--- src/rtl/fetch_unit.sv ---
// Instruction fetch stage: owns the PC, issues word requests to instruction memory,
// buffers in-order responses and hands {pc, instruction} to the decoder.
package rapid_pkg;
   parameter int XLEN = 32;
endpackage

module fetch_unit
   import rapid_pkg::*;
#(
   parameter logic [XLEN-1:0] RESET_PC   = 32'h0000_0000,
   parameter int              FIFO_DEPTH = 4
)(
   input  logic            i_clk,
   input  logic            i_rst_n,
   output logic            o_imem_req_valid,
   input  logic            i_imem_req_ready,
   output logic [XLEN-1:0] o_imem_req_addr,
   input  logic            i_imem_rsp_valid,
   input  logic [XLEN-1:0] i_imem_rsp_data,
   input  logic            i_redirect_valid,
   input  logic [XLEN-1:0] i_redirect_pc,
   output logic            o_instr_valid,
   input  logic            i_instr_ready,
   output logic [XLEN-1:0] o_instruction,
   output logic [XLEN-1:0] o_pc
);
   localparam int CW = $clog2(FIFO_DEPTH + 1);
   localparam int PW = $clog2(FIFO_DEPTH);
   localparam logic [CW:0] DEPTH_W = (CW + 1)'(FIFO_DEPTH);

   typedef struct packed {
      logic [XLEN-1:0] pc;
      logic [XLEN-1:0] instr;
   } fifo_entry_t;

   typedef enum logic [1:0] {IDLE, RUN, DRAIN} state_t;

   state_t          state, state_nxt;
   logic [XLEN-1:0] fetch_pc, rsp_pc, redirect_pc;
   logic [CW-1:0]   outstanding, drop_cnt, drop_nxt, count;
   logic [CW:0]     credit_used;
   logic [PW-1:0]   rd_ptr, wr_ptr;
   fifo_entry_t     fifo_q [FIFO_DEPTH];
   logic            req_fire, rsp_fire, push, pop;

   // Credits cover both in-flight requests and buffered entries, so a push never overflows.
   assign credit_used      = {1'b0, outstanding} + {1'b0, count};
   assign o_imem_req_valid = (state == RUN) && (credit_used < DEPTH_W);
   assign o_imem_req_addr  = fetch_pc;
   assign req_fire         = o_imem_req_valid && i_imem_req_ready;
   assign rsp_fire         = i_imem_rsp_valid && (outstanding != '0);
   assign push             = rsp_fire && (state == RUN) && !i_redirect_valid;
   assign redirect_pc      = {i_redirect_pc[XLEN-1:2], 2'b00};

   assign o_instr_valid = (count != '0) && !i_redirect_valid;
   assign o_instruction = fifo_q[rd_ptr].instr;
   assign o_pc          = fifo_q[rd_ptr].pc;
   assign pop           = o_instr_valid && i_instr_ready;

   always_comb begin
      state_nxt = state;
      drop_nxt  = drop_cnt;
      if (i_redirect_valid) begin
         drop_nxt  = outstanding + CW'(req_fire) - CW'(rsp_fire);
         state_nxt = (drop_nxt != '0) ? DRAIN : RUN;
      end else begin
         case (state)
            IDLE:  state_nxt = RUN;
            RUN:   state_nxt = RUN;
            DRAIN: begin
               if (rsp_fire) begin
                  drop_nxt = drop_cnt - CW'(1);
                  if (drop_nxt == '0) state_nxt = RUN;
               end
            end
            default: state_nxt = IDLE;
         endcase
      end
   end

   always_ff @(posedge i_clk or negedge i_rst_n) begin
      if (!i_rst_n) begin
         state       <= IDLE;
         fetch_pc    <= RESET_PC;
         rsp_pc      <= RESET_PC;
         outstanding <= '0;
         drop_cnt    <= '0;
      end else begin
         state       <= state_nxt;
         drop_cnt    <= drop_nxt;
         outstanding <= outstanding + CW'(req_fire) - CW'(rsp_fire);
         if (i_redirect_valid) begin
            fetch_pc <= redirect_pc;
            rsp_pc   <= redirect_pc;
         end else begin
            if (req_fire) fetch_pc <= fetch_pc + XLEN'(4);
            if (push)     rsp_pc   <= rsp_pc + XLEN'(4);
         end
      end
   end

   // Storage is reset too so the head reads {RESET_PC, 0} out of reset.
   always_ff @(posedge i_clk or negedge i_rst_n) begin
      if (!i_rst_n) begin
         rd_ptr <= '0;
         wr_ptr <= '0;
         count  <= '0;
         for (int i = 0; i < FIFO_DEPTH; i++) fifo_q[i] <= '{pc: RESET_PC, instr: '0};
      end else if (i_redirect_valid) begin
         rd_ptr <= '0;
         wr_ptr <= '0;
         count  <= '0;
      end else begin
         if (push) begin
            fifo_q[wr_ptr] <= '{pc: rsp_pc, instr: i_imem_rsp_data};
            wr_ptr         <= wr_ptr + 1'b1;
         end
         if (pop) rd_ptr <= rd_ptr + 1'b1;
         count <= count + CW'(push) - CW'(pop);
      end
   end
endmodule

--- config.mk ---
export PLATFORM = sky130hd
export DESIGN_NAME = fetch_unit
export DESIGN_NICKNAME = d
export VERILOG_FILES = /design/src/rtl/fetch_unit.sv
export SDC_FILE = /design/constraint.sdc
export NUM_CORES = 1
export LEC_CHECK = 0
export ABC_AREA = 1
export CAP_MARGIN = 0
export CORE_UTILIZATION = 52
export CTS_CLUSTER_SIZE = 25
export DETAILED_ROUTE_END_ITERATION = 8
export GPL_TIMING_DRIVEN = 1
export PLACE_DENSITY_LB_ADDON = 0.3
export SLEW_MARGIN = 20
export SYNTH_ARGS = -nofsm -noshare
export SYNTH_HDL_FRONTEND = slang
export SYNTH_SLANG_ARGS = --single-unit
--- constraint.sdc ---
create_clock -name i_clk -period 2.7 [get_ports i_clk]
set_clock_uncertainty 0.2 [all_clocks]
set_input_delay 0.27 -clock i_clk [delete_from_list [all_inputs] [get_ports i_clk]]
set_output_delay 0.27 -clock i_clk [all_outputs]
set_load 0.03 [all_outputs]
=== Yosys cells after proc, flatten, opt, wreduce, memory -nomap -nowiden ===
Index checks and enable logic that the tools add are counted.

* Bits in registers: 335
* Output and inout bits: 98

* Add/sub/neg operators: 10
* $lt $le $gt $ge: 4
* Eq/ne operators: 4
* Mux-type cells: 23
* Bitwise operators: 3
* Reductions and logical operators: 23

{| class="wikitable"
|+ Operators with widths
! cell !! count
|-
| 256-bit bitwise mux || 1
|-
| 64-bit 2-to-1 mux || 3
|-
| 64-bit binary-select mux with 2-bit select || 1
|-
| 64-bit demux with 2-bit select || 1
|-
| 32-bit 2-to-1 mux || 4
|-
| 32-bit by 3-bit adder with 32-bit output (second input constant) || 2
|-
| 2-bit 2-to-1 mux || 8
|-
| 3-bit 2-to-1 mux || 4
|-
| 2-bit nonzero test || 5
|-
| 3-bit nonzero test || 3
|-
| 1-bit logical AND || 8
|-
| 3-bit by 1-bit adder with 3-bit output || 2
|-
| 3-bit >= comparator (second input constant) || 2
|-
| 3-bit inequality test (second input constant) || 2
|-
| 2-bit inverter with 3-bit output || 2
|-
| 2-bit AND reduction || 3
|-
| 3-bit by 1-bit subtractor with 3-bit output || 2
|-
| 2-bit by 1-bit adder with 2-bit output (second input constant) || 2
|-
| 3-bit by 3-bit adder with 4-bit output || 1
|-
| 4-bit by 3-bit less-than comparator with 1-bit output (second input constant) || 1
|-
| 2-bit case mux with 2 select lines || 1
|-
| 3-bit zero test || 1
|-
| 3-bit by 1-bit less-than comparator with 1-bit output (second input constant) || 1
|-
| 3-bit by 1-bit subtractor with 3-bit output (second input constant) || 1
|-
| other kinds (6) || 6
|}

=== Longest topological paths before layout ===
* Depth after elaboration: 9
* Depth in mapped cells: 17
* Gate-level depth less buffers: 14

=== Least setup slack after synthesis ===
Ideal clock, no wire load.

* Path kind: flip-flop to flip-flop
* From: register count[1]
* To: register state[0]
* Setup time: 0.122 ns
* Arrival: 2.934 ns
* Data required time: 2.378 ns
* Setup slack: -0.556 ns
* Stages on the path, launching flop included: 15
* Buffers on the path: 0
* Clock period less this slack: 3.256 ns
* Path through: dfrtp_1 > ha_1 > nand3_1 > nand2_1 > nor2_1 > nand2_1 > ha_1 > inv_1 > ha_1 > fa_1 > xnor2_1 > xor2_1 > nand2_1 > nand3_1 > nor2_1

* Word-level cells in the longest chain between the ends: 9

{| class="wikitable"
|+ Ends and longest elaborated chain
! element !! RTL line !! RTL
|-
| start, declared || 40 || <nowiki>logic [CW-1:0] outstanding, drop_cnt, drop_nxt, count;</nowiki>
|-
| start signal, assigned || 119 || <nowiki>count <= count + CW'(push) - CW'(pop);</nowiki>
|-
| 3-bit by 3-bit adder with 4-bit output || 47 || <nowiki>assign credit_used = {1'b0, outstanding} + {1'b0, count};</nowiki>
|-
| 4-bit by 3-bit less-than comparator with 1-bit output || 48 || <nowiki>assign o_imem_req_valid = (state == RUN) && (credit_used < DEPTH_W);</nowiki>
|-
| 1-bit logical AND || 48 ||
|-
| via o_imem_req_valid || 15 || <nowiki>output logic o_imem_req_valid,</nowiki>
|-
| 1-bit logical AND || 50 || <nowiki>assign req_fire = o_imem_req_valid && i_imem_req_ready;</nowiki>
|-
| 3-bit by 1-bit adder with 3-bit output || 64 || <nowiki>drop_nxt = outstanding + CW'(req_fire) - CW'(rsp_fire);</nowiki>
|-
| 3-bit by 1-bit subtractor with 3-bit output || 64 ||
|-
| 3-bit nonzero test || 65 || <nowiki>state_nxt = (drop_nxt != '0) ? DRAIN : RUN;</nowiki>
|-
| 2-bit 2-to-1 mux || 65 ||
|-
| 2-bit 2-to-1 mux || 63 || <nowiki>if (i_redirect_valid) begin</nowiki>
|-
| end signal, assigned || 89 || <nowiki>state <= state_nxt;</nowiki>
|-
| end, declared || 38 || <nowiki>state_t state, state_nxt;</nowiki>
|}

The timed path passes the listed nets, and every way through them passes these cells.
A chain may end at the register's enable or synchronous reset.

=== Worst setup path after layout ===
* From: register outstanding[1]
* To: register state[0]

* Word-level cells in the longest chain between the ends: 9
* Elaborated cells on any way between the ends: 13
* Those cells by class: add/sub (3); order compare (1); eq/ne (1); mux (2); reduce/logical (6)

{| class="wikitable"
|+ Ends and longest elaborated chain
! element !! RTL line !! RTL
|-
| start, declared || 40 ||
|-
| start signal, assigned || 91 || <nowiki>outstanding <= outstanding + CW'(req_fire) - CW'(rsp_fire);</nowiki>
|-
| 3-bit by 3-bit adder with 4-bit output || 47 ||
|-
| 4-bit by 3-bit less-than comparator with 1-bit output || 48 ||
|-
| 1-bit logical AND || 48 ||
|-
| 1-bit logical AND || 50 ||
|-
| 3-bit by 1-bit adder with 3-bit output || 64 ||
|-
| 3-bit by 1-bit subtractor with 3-bit output || 64 ||
|-
| 3-bit nonzero test || 65 ||
|-
| 2-bit 2-to-1 mux || 65 ||
|-
| 2-bit 2-to-1 mux || 63 ||
|}

Several ways; a longest one is shown, not always the timed one.

==> results.ini <==
[status]
outcome = finished, violations left
violations = design-rule violations, negative setup slack

[route]
wl_per_cell_um = 17.92
num_vias = 15360
drt_wl_total_um = 47720
viasPerCell = 5.768
drtAntennaViolNets = 0
drc = 15
first_iter_violations = 1460
dr.pass1.iters = 8

[grt]
grt_usage = 0.2935
grt_remaining_overflow = 0
use_met1 = 0.3860
use_met3 = 0.04315
use_met2 = 0.4971
grt_pass1_vias = 15190
grt_pass1_wl_um = 77290
antenna_found_initial = 0
grt_max_degree = 125
top_usage_layer = met2

[critical_path]
worstSetupEndpointType = flip-flop
worstPathArrival_ns = 2.92
crit_path_cell_trace = ha_1, nand3_2, nand2_2, nor2_4, nand2_4, ha_4, inv_2, ha_4, fa_2, xnor2_2, xor2_1, nand2_1, nand3_2, nor2_1
cp_max_fo = 2
critical_path_class = flip-flop to flip-flop
crit_path_start_kind = flip-flop
critical_path.max_stage_delay_ns = 0.40
critPathRequiredTime_ns = 2.88
slowest_stage = dfrtp_1

[place]
hpwl_um = 28810
gp_congestion = 0.9590
portBuffers = 161
place_inst = 2595

[timing]
finalHoldViolCount = 0
period_needed_ns = 2.738
layout_setup_ws_ns = -0.03769
timing.final.crit_share = 1.014
setup_tns_ns = -0.03769
clock.fmax_mhz = 365.3
rsz0062_at_grt = yes
setup_viol = 1
slew_violations = 0
slew_headroom = 0.4878
tightest_slew_ns = 0.7683

[final_layout]
area_delta_synth_final_pct = 21.56
stdcell_count = 2663
layout.cells.most_common = nand2_1
final_cell_mix = nand2_1 (692), dfrtp_1 (321), o21ai_0 (305)
layout-drive-gt1-share = 0.09043
diodes = 0
fill_cells = 2549
fin_nets = 2329

[floorplan]
core_sq_mm = 0.03083
die_h_um = 179.8
die_area_sq_mm = 0.03232
initial_core_util = 0.5330
die_w_um = 179.8
num_io_pins = 168
fp-row-count = 64

[yosys]
syn_area_sq_mm = 0.01643
yosys_warnings = 0
ys_seq_elements = 323
avgSynthCellArea_sq_um = 7.712
netlist.area_leader.share = 0.4919
synth_cell_types = 35
seq_area_frac_synth = 0.4919
syn_inst = 2131
yosysTopAreaCell = dfrtp_1
synth_area_leaders = dfrtp_1 (49%), nand2_1 (16%), o21ai_0 (9.3%), nor2_1 (4.9%), o21a_1 (2.9%)

[power]
power.share.clock = 0.251
seqPwrFrac = 0.326
power_switching_share = 0.3825
power_density_mw_per_mm2 = 996.6
internal-power_w = 0.01229
p_leak_nw = 9.940
p_switching_w = 0.007615
ir_drop_v = 0.0007967
comb_power_share = 0.423
power_w = 0.01991

[cts]
insertion_delay_ns = 0.51
cts_tree = yes
cts.sinks = 323
clockBufferDepth = 3
htreeDepth = 2
numCtsBuffers = 36
root_buffer = clkbuf_16
path_clk_slew_ns = 0.06

[worst_hold_path]
hp-class = input pin to asynchronous set/reset pin

[job]
max_cap_viol_count = 0

-- path summary, 6_finish.rpt --
check                                      start     endpoint  slack, ns  cells past startpoint
worst max-delay path              outstanding[1]     state[0]      -0.04                     14
worst min-delay path                     i_rst_n   fifo_q[42]       0.12                      2
worst max register to register    outstanding[1]     state[0]      -0.04                     14
worst min register to register       fifo_q[141]  fifo_q[141]       0.28                      2
max in group asynchronous                i_rst_n   fifo_q[13]       1.27                      3
min in group i_clk              i_redirect_valid    rd_ptr[0]       0.17                      5
-- cell type report --
cell class / count / area, sq um / area share
well taps: 396 / 495.5 / 0.02480
inverters: 104 / 394.1 / 0.01973
repair buffers: 216 / 2422 / 0.1213
multi-input cells: 1562 / 7376 / 0.3692
clock inverters: 13 / 170.2 / 0.008518
clock buffers: 49 / 1031 / 0.05161
flip-flops and latches: 323 / 8088 / 0.4049
-- power by group through the flow --
stage | registers, W | clock network [W] | logic, W
floorplan | 0.00642 | 0 | 0.00459
global placement | 0.00648 | 0 | 0.00803
detailed placement | 0.00652 | 0 | 0.00816
CTS | 0.00645 | 0.00505 | 0.00826
global route | 0.00660 | 0.00524 | 0.00901
finish | 0.00649 | 0.00500 | 0.00842
-- per-stage QoR --
stage / util / hold WS, ns / setup WS [ns] / instance area (sq um)
final: 0.6480 / 0.1194 / -0.03769 / 19980
after global routing: 0.6480 / 0.1663 / -0.1563 / 19980
after CTS: 0.6451 / 0.1537 / -0.03331 / 19890
after detailed placement: 0.6049 / 0.1349 / -0.1282 / 18650
after global placement: 0.6049 / 0.1263 / -0.08844 / 18650
after floorplan: - / -0.2256 / -0.1872 / 16490
-- state kept, by name, summed over array words and instances, names as in the netlist --
| name | flops |
|---|---|
| fifo_q | 248 |
| o_imem_req_addr | 30 |
| rsp_pc | 30 |
| count | 3 |
| drop_cnt | 3 |
| outstanding | 3 |
| rd_ptr | 2 |
| state | 2 |
| wr_ptr | 2 |
-- cells by family (layout without fill, tap and decap cells) --
logic type	Yosys count	in the layout	synth area share
buffers and inverters	249	382	0.06594
other	1	4	0.0002282
and+or+nand+nor	1014	1014	0.2453
AOI/OAI and AO/OA	505	505	0.1713
DFF	323	323	0.4919
xor gates and xnor gates	23	23	0.01226
adders and majority gates	16	16	0.01310
-- critical path: cells and delay by family, from the launching register on --
| kind | cells | cell delay, ns |
|---|---|---|
| fa+ha+maj | 4 | 1.05 |
| simple gates | 7 | 0.59 |
| flops | 1 | 0.40 |
| xor+xnor | 2 | 0.34 |
| buf+inv | 1 | 0.03 |
-- metal layers --
metal  routed length, um  part of all wire
met5                   0                 0
met4                1472             0.031
met1               19730              0.41
met3                3911             0.082
met2               22610              0.47
-- timing repair --
action,in CTS,in global routing
hold buffers,1,0
pin swaps,5,3
buffers inserted,2,3
hold endpoints to repair,76,0
endpoints found under the setup margin,7,42
gates resized for setup,4,10
gates cloned,0,1
-- Yosys cell counts, drive strengths merged --
master / n
ha: 14
o21ai: 345
nand3: 59
or2: 2
clkbuf: 97
nand4: 16
a31oi: 4
nor2: 221
dfrtp: 323
nor3: 14
inv: 104
fa: 2
nand3b: 4
and2: 1
o211ai: 16
a21oi: 12
o21bai: 2
o22ai: 62
xnor2: 8
xor2: 15
conb: 1
o21a: 64
buf: 48
nand2: 697
No activity file was read; power rests on OpenSTA's default activity.
